<file path="src/rtl/imm_gen_pkg.sv">
// ---------------------------------------------------------------------------
// imm_gen_pkg
//   Shared definitions for the immediate generator: immediate-source codes,
//   the skid-buffer state encoding and the XLEN legality helper.
// ---------------------------------------------------------------------------
package imm_gen_pkg;

    // Immediate-source codes as presented on immediate_source.
    localparam logic [2:0] IMM_I = 3'b000;
    localparam logic [2:0] IMM_S = 3'b001;
    localparam logic [2:0] IMM_B = 3'b010;
    localparam logic [2:0] IMM_U = 3'b011;
    localparam logic [2:0] IMM_J = 3'b100;
    localparam logic [2:0] IMM_Z = 3'b101;

    // Occupancy of the two-entry output buffer.
    typedef enum logic [1:0] {
        EMPTY = 2'd0,
        ONE   = 2'd1,
        FULL  = 2'd2
    } buf_state_e;

    // Only RV32 and RV64 datapaths are supported.
    function automatic bit xlen_is_legal(input int xlen);
        return (xlen == 32) || (xlen == 64);
    endfunction

endpackage

</file>
<file path="src/rtl/imm_decode.sv">
// ---------------------------------------------------------------------------
// imm_decode
//   Combinational immediate decoder, shared by the pipelined and the
//   single-cycle datapaths.
//
//   Ports
//     instruction      in   32    raw instruction word, bits [6:0] unused
//     immediate_source in   3     IMM_I..IMM_Z, 110/111 illegal
//     imm              out  XLEN  sign- (or for Z, zero-) extended immediate
//     illegal          out  1     immediate_source was 110/111
// ---------------------------------------------------------------------------
module imm_decode
    import imm_gen_pkg::*;
#(
    parameter int XLEN = 32
) (
    input  logic [31:0]      instruction,
    input  logic [2:0]       immediate_source,
    output logic [XLEN-1:0]  imm,
    output logic             illegal
);

    logic        s;
    logic [31:0] imm32;

    // The opcode field plays no part in immediate extraction.
    logic unused_opcode_bits;
    assign unused_opcode_bits = ^instruction[6:0];

    assign s = instruction[31];

    // Every format is first assembled as a 32-bit value whose bit 31 is the
    // correct sign (always 0 for Z); widening to XLEN is then one sign
    // extension, which also gives U its RV64 sign extension from bit 31.
    always_comb begin
        // NOTE: default every output first so no path through the case leaves
        // a value unassigned, which would infer a latch.
        imm32   = '0;
        illegal = 1'b0;
        case (immediate_source)
            IMM_I:   imm32 = {{20{s}}, instruction[31:20]};
            IMM_S:   imm32 = {{20{s}}, instruction[31:25], instruction[11:7]};
            IMM_B:   imm32 = {{19{s}}, s, instruction[7], instruction[30:25],
                              instruction[11:8], 1'b0};
            IMM_U:   imm32 = {instruction[31:12], 12'b0};
            IMM_J:   imm32 = {{11{s}}, s, instruction[19:12], instruction[20],
                              instruction[30:21], 1'b0};
            IMM_Z:   imm32 = {27'b0, instruction[19:15]};
            default: illegal = 1'b1;
        endcase
    end

    assign imm = XLEN'(signed'(imm32));

endmodule

</file>
<file path="src/rtl/imm_gen_pipe.sv">
// ---------------------------------------------------------------------------
// imm_gen_pipe
//   Registered immediate generator for the decode stage. Decodes the
//   immediate, computes target = pc + imm, and buffers results behind a
//   valid/ready handshake with a two-entry skid buffer so a full-rate stream
//   passes while in_ready stays a pure register output.
//
//   Ports
//     clk                  in   1     rising-edge clock
//     reset                in   1     asynchronous, active-high
//     flush                in   1     synchronous, drops all buffered entries
//     in_valid / in_ready  in/out     upstream handshake
//     instruction          in   32    instruction word
//     immediate_source     in   3     immediate format code
//     pc                   in   XLEN  instruction address
//     out_valid / out_ready out/in    downstream handshake
//     immediate_extension  out  XLEN  extended immediate
//     target               out  XLEN  pc + immediate, wrapping
//     imm_illegal          out  1     immediate_source was 110/111
// ---------------------------------------------------------------------------
module imm_gen_pipe
    import imm_gen_pkg::*;
#(
    parameter int XLEN = 32
) (
    input  logic             clk,
    input  logic             reset,
    input  logic             flush,
    input  logic             in_valid,
    output logic             in_ready,
    input  logic [31:0]      instruction,
    input  logic [2:0]       immediate_source,
    input  logic [XLEN-1:0]  pc,
    output logic             out_valid,
    input  logic             out_ready,
    output logic [XLEN-1:0]  immediate_extension,
    output logic [XLEN-1:0]  target,
    output logic             imm_illegal
);

    if (!xlen_is_legal(XLEN)) begin : g_bad_xlen
        $error("imm_gen_pipe: XLEN must be 32 or 64");
    end

    typedef struct packed {
        logic [XLEN-1:0] imm;
        logic [XLEN-1:0] target;
        logic            illegal;
    } entry_t;

    buf_state_e state_q, state_d;
    entry_t     main_q, skid_q;
    entry_t     in_entry;

    logic [XLEN-1:0] dec_imm;
    logic            dec_illegal;
    logic            accept, consume;
    logic            load_main_in, load_main_skid, load_skid;

    imm_decode #(.XLEN(XLEN)) u_imm_decode (
        .instruction      (instruction),
        .immediate_source (immediate_source),
        .imm              (dec_imm),
        .illegal          (dec_illegal)
    );

    assign in_entry.imm     = dec_imm;
    assign in_entry.target  = pc + dec_imm;
    assign in_entry.illegal = dec_illegal;

    // Both handshake outputs come straight from the state register.
    assign in_ready  = (state_q != FULL);
    assign out_valid = (state_q != EMPTY);

    assign accept  = in_valid && in_ready;
    assign consume = out_valid && out_ready;

    always_comb begin
        state_d        = state_q;
        load_main_in   = 1'b0;
        load_main_skid = 1'b0;
        load_skid      = 1'b0;
        if (flush) begin
            // Flush wins over any handshake in the same cycle; the input
            // presented now is dropped along with the buffered entries.
            state_d = EMPTY;
        end else begin
            case (state_q)
                EMPTY: begin
                    if (accept) begin
                        state_d      = ONE;
                        load_main_in = 1'b1;
                    end
                end
                ONE: begin
                    if (accept && consume) begin
                        load_main_in = 1'b1;
                    end else if (accept) begin
                        state_d   = FULL;
                        load_skid = 1'b1;
                    end else if (consume) begin
                        state_d = EMPTY;
                    end
                end
                FULL: begin
                    if (consume) begin
                        state_d        = ONE;
                        load_main_skid = 1'b1;
                    end
                end
                default: state_d = EMPTY;
            endcase
        end
    end

    // NOTE: sequential state is updated with non-blocking assignments so every
    // register samples the pre-edge values, independent of statement order.
    always_ff @(posedge clk or posedge reset) begin
        if (reset) begin
            state_q <= EMPTY;
        end else begin
            state_q <= state_d;
        end
    end

    // Data only moves on a handshake, so an X instruction presented while
    // in_valid is low never reaches a register.
    // NOTE: these are two plain registers, not a memory array, so they take
    // the async reset and the outputs read zero straight out of reset.
    always_ff @(posedge clk or posedge reset) begin
        if (reset) begin
            main_q <= '0;
            skid_q <= '0;
        end else begin
            if (load_main_in) begin
                main_q <= in_entry;
            end else if (load_main_skid) begin
                main_q <= skid_q;
            end
            if (load_skid) begin
                skid_q <= in_entry;
            end
        end
    end

    assign immediate_extension = main_q.imm;
    assign target              = main_q.target;
    assign imm_illegal         = main_q.illegal;

endmodule

</file>
<file path="config.mk">
export PLATFORM = sky130hd
export DESIGN_NAME = imm_gen_pipe
export DESIGN_NICKNAME = d
export VERILOG_FILES = /design/src/rtl/imm_gen_pkg.sv /design/src/rtl/imm_decode.sv /design/src/rtl/imm_gen_pipe.sv
export SDC_FILE = /design/constraint.sdc
export NUM_CORES = 1
export LEC_CHECK = 0
export CORE_MARGIN = 10
export CORE_UTILIZATION = 49
export DETAILED_ROUTE_END_ITERATION = 10
export PLACE_DENSITY = 0.82
export SYNTH_ARGS = -nofsm -noshare
export SYNTH_HDL_FRONTEND = slang
export SYNTH_HIERARCHICAL = 1
export SYNTH_SLANG_ARGS = --single-unit
export TNS_END_PERCENT = 1
</file>
<file path="constraint.sdc">
create_clock -name clk -period 4 [get_ports clk]
set_input_delay 0.8 -clock clk [delete_from_list [all_inputs] [get_ports clk]]
set_output_delay 0.8 -clock clk [all_outputs]
set_load 0.02 [all_outputs]
</file>
==> metrics.md <==
| Metric | Value |
|---|---|
| # DRC | 0 |
| Resize count post-CTS | 0 |
| Global-route wire length before repair | 39300 um |
| RSZ-0062 raised after global routing | false |
| Place WS | -0.0911 ns |
| Peak VDD IR | 324 uV |
| Post-route ant nets | 0 |
| Pwr/cell area | 478 mW/mm^2 |
| Setup crit start kind | input port |
| Nets@finish | 1223 |
| Crit-path leading delay family | compound AO/OA/AOI/OAI gates |
| Sequential element share of the synthesized area | 0.419 |
| Pre-antenna DRT Iters | 5 |
| Final max-slew violation count | 0 |
| Synthesized area per cell | 8.75 um^2 |
| Dpl hpwl | 17500 um |
| R2R Path End | target[22] |
| Buffers on Ports | 131 |
| Die W | 147 um |
| Worst min path class | reg2reg |
| Worst R2R Path Depth | 6 |
| Post-CTS setup buffer count | 0 |
| Cells after synthesis | 901 |
| Vias in the first global route | 7652 |
| Chip height | 147 um |
| Clk Latency, worst-skew pair | 0.44 ns |
| Slew headroom | 0.416 |
| Synth warn | 6 |
| Row cnt | 46 |
| Compound-cell area share of the yosys netlist | 0.196 |
| Maximum capacitance violations | 0 |
| Crit Path Category | in2reg |
| EDFF count, synth | 0 |
| Synth Flop Type | dfrtp_1 |
| Initial drt markers | 692 |
| Final Cycle Share | 0.927 |
| Layout Skew | 0.0118 ns |
| Yosys reg bits | 132 |
| Ports | 139 |
| Largest net degree at the start of global routing | 133 |
| Crit path largest cell delay | 0.53 ns |
| CTS tree | yes |
| Yosys cell types | 73 |
| Worst setup EP type | flip-flop |
| Mux contribution to synthesized area | 0.0267 |
| Worst Path Buf+Inv | 2 |
| Worst path cell trace | clkdlybuf4s50_1 -> buf_4 -> or3b_1 -> nand4_1 -> ha_1 -> nand4_1 -> a211oi_1 -> a21oi_1 -> a32oi_2 -> a21oi_1 -> xnor2_1 -> mux2_2 |
| Total number of vias | 7545 |
| Static leakage | 5.06 nW |
| CTS Buf Count | 17 |
| Core Region | 0.0158 mm^2 |
| Final GP Congestion | 0.938 |
| Initial antenna violation count | 1 |
| Hold_buf cts | 0 |
| FF-to-FF Start | state_q[0] |
| Top fanout value on the critical path | 8 |
| Area share of fa/ha/maj cells after synthesis | 0.0532 |
| Reg2reg setup slack | 1.66 ns |
| Clk buf depth | 2 |
| Fin cells | 1348 |
| Critical Path Source | immediate_source[2] |
| Post-synthesis simple-gate area fraction | 0.231 |
| Clk slew on worst S/H paths | 0.06 ns |
| Asr flop ratio synth | 1.00 |
| Root buf cell | clkbuf_16 |
| # setup viols final | 0 |
| H-tree depth | 4 |
| Critical path capture point | skid_q[26] |
| XOR/XNOR Fraction of Synth Area | 0.0333 |
| Largest family of logic cells by synthesized area | simple AND/OR/NAND/NOR gates |
| Setup WS post-layout | 0.293 ns |
| Global route overflow | 0 |
| Status | completed |
| Slowest cell on crit path | clkdlybuf4s50_1 |
| Final Hold Vio Count | 0 |
| Mapped cell area | 0.00789 mm^2 |
| FILL cells | 1254 |
| Area grow syn2layout | 37.5% |
| WP depth | 12 |
| Actual slew at the worst max-slew pin | 0.876 ns |
| Starting Density | 0.498 |
| Total Wirelength | 23700 um |
| Placed insts | 1316 |
| Syn nets | 1005 |
| Worst path required time | 4.31 ns |
| Post-layout min period | 3.71 ns |
| WL per Instance | 17.6 um |
| Overall Global Routing Usage | 0.223 |
| CTS sink count | 132 |
| Proportion of layout cells with a drive suffix above 1 | 0.172 |
| Die area | 0.0216 mm^2 |
| Max Freq | 0.270 GHz |
| CP Data Arrival Time | 4.02 ns |
| DR vias/cell | 5.60 |
[layout by cell type (no fill, tap or decap), types with 17 or more instances in the layout]
master	netlist	final
a21oi_1	45	45
a22oi_1	48	48
buf_4	1	130
clkbuf_16	0	17
clkdlybuf4s50_1	0	131
dfrtp_1	132	132
ha_1	31	31
nand2_1	263	263
nand4_1	18	18
nand4b_1	20	20
nor2_1	27	26
o21ai_0	43	43
[worst min path at each step]
stage | startpoint | to | slack, ns | cells after the start
floorplan | skid_q[4] | skid_q[4] | 0.45 | 2
global placement | skid_q[41] | skid_q[41] | 0.46 | 2
detailed placement | immediate_extension[23] | immediate_extension[23] | 0.46 | 2
CTS | skid_q[53] | skid_q[53] | 0.48 | 2
global route | skid_q[53] | skid_q[53] | 0.49 | 2
finish | immediate_extension[21] | immediate_extension[21] | 0.47 | 2
[state kept, by name, summed over array words and instances (netlist names)]
signal	flops
state_q	2
immediate_extension	32
target	32
imm_illegal	1
skid_q	65
[cell usage after synthesis (6+ instances only)]
master / count / area share
nand2_1: 263 / 0.13
dfrtp_1: 132 / 0.42
a22oi_1: 48 / 0.046
a21oi_1: 45 / 0.029
o21ai_0: 43 / 0.027
ha_1: 31 / 0.049
clkbuf_1: 29 / 0.014
buf_2: 28 / 0.018
nor2_1: 27 / 0.013
nand4b_1: 20 / 0.022
nand4_1: 18 / 0.014
xnor2_1: 16 / 0.018
mux2i_1: 15 / 0.019
o21ai_1: 15 / 0.0095
nor2b_1: 14 / 0.011
xor2_1: 14 / 0.016
nand4bb_1: 13 / 0.019
a211oi_1: 11 / 0.010
a21o_1: 11 / 0.010
inv_1: 9 / 0.0043
nand2b_1: 7 / 0.0056
o211ai_1: 6 / 0.0057
or3b_1: 6 / 0.0067
[stage by stage]
step | util | instance area (um^2) | power, W | hold slack [ns] | TNS (ns)
floorplan | - | 7890 | 0.00276 | 0.445 | 0
global placement | 0.646 | 10200 | 0.00349 | 0.458 | -0.451
detailed placement | 0.646 | 10200 | 0.00354 | 0.462 | -1.01
CTS | 0.685 | 10800 | 0.00522 | 0.477 | 0
global route | 0.685 | 10800 | 0.00547 | 0.494 | 0
finish | 0.685 | 10800 | 0.00518 | 0.472 | 0
[layer usage]
layer,up-vias,part of all wire,global-route usage
li1,3622,-,-
met1,3602,0.42,0.281
met2,280,0.48,0.361
met3,41,0.074,0.0565
met4,0,0.026,0.0886
met5,-,0,0
[final cells by class]
cell class	instances	area (um^2)	area share
well taps	216	270	0.0249
multi-input cells	696	4280	0.395
repair buffers	263	2330	0.215
inverters	9	37.5	0.00346
diodes	1	2.50	0.000231
clock buffers	19	443	0.0409
clock inverters	12	179	0.0165
flip-flops and latches	132	3300	0.305
[tightest hold or removal path: stages (launching register included)]
cell,delay [ns]
dfrtp_1,0.34
nand2_1,0.05
nand2_1,0.06
[power by group]
group          switching [W]  internal [W]
logic               0.000869      0.000799
registers           0.000187       0.00167
clock network       0.000603       0.00106
[logic make-up after synthesis]
kind of cell,count (synthesis)
xor+xnor,30
mux,20
compound gates,227
flops,132
simple gates,386
buf+inv,73
fa+ha+maj,33
No activity file was read; power rests on OpenSTA's default activity.
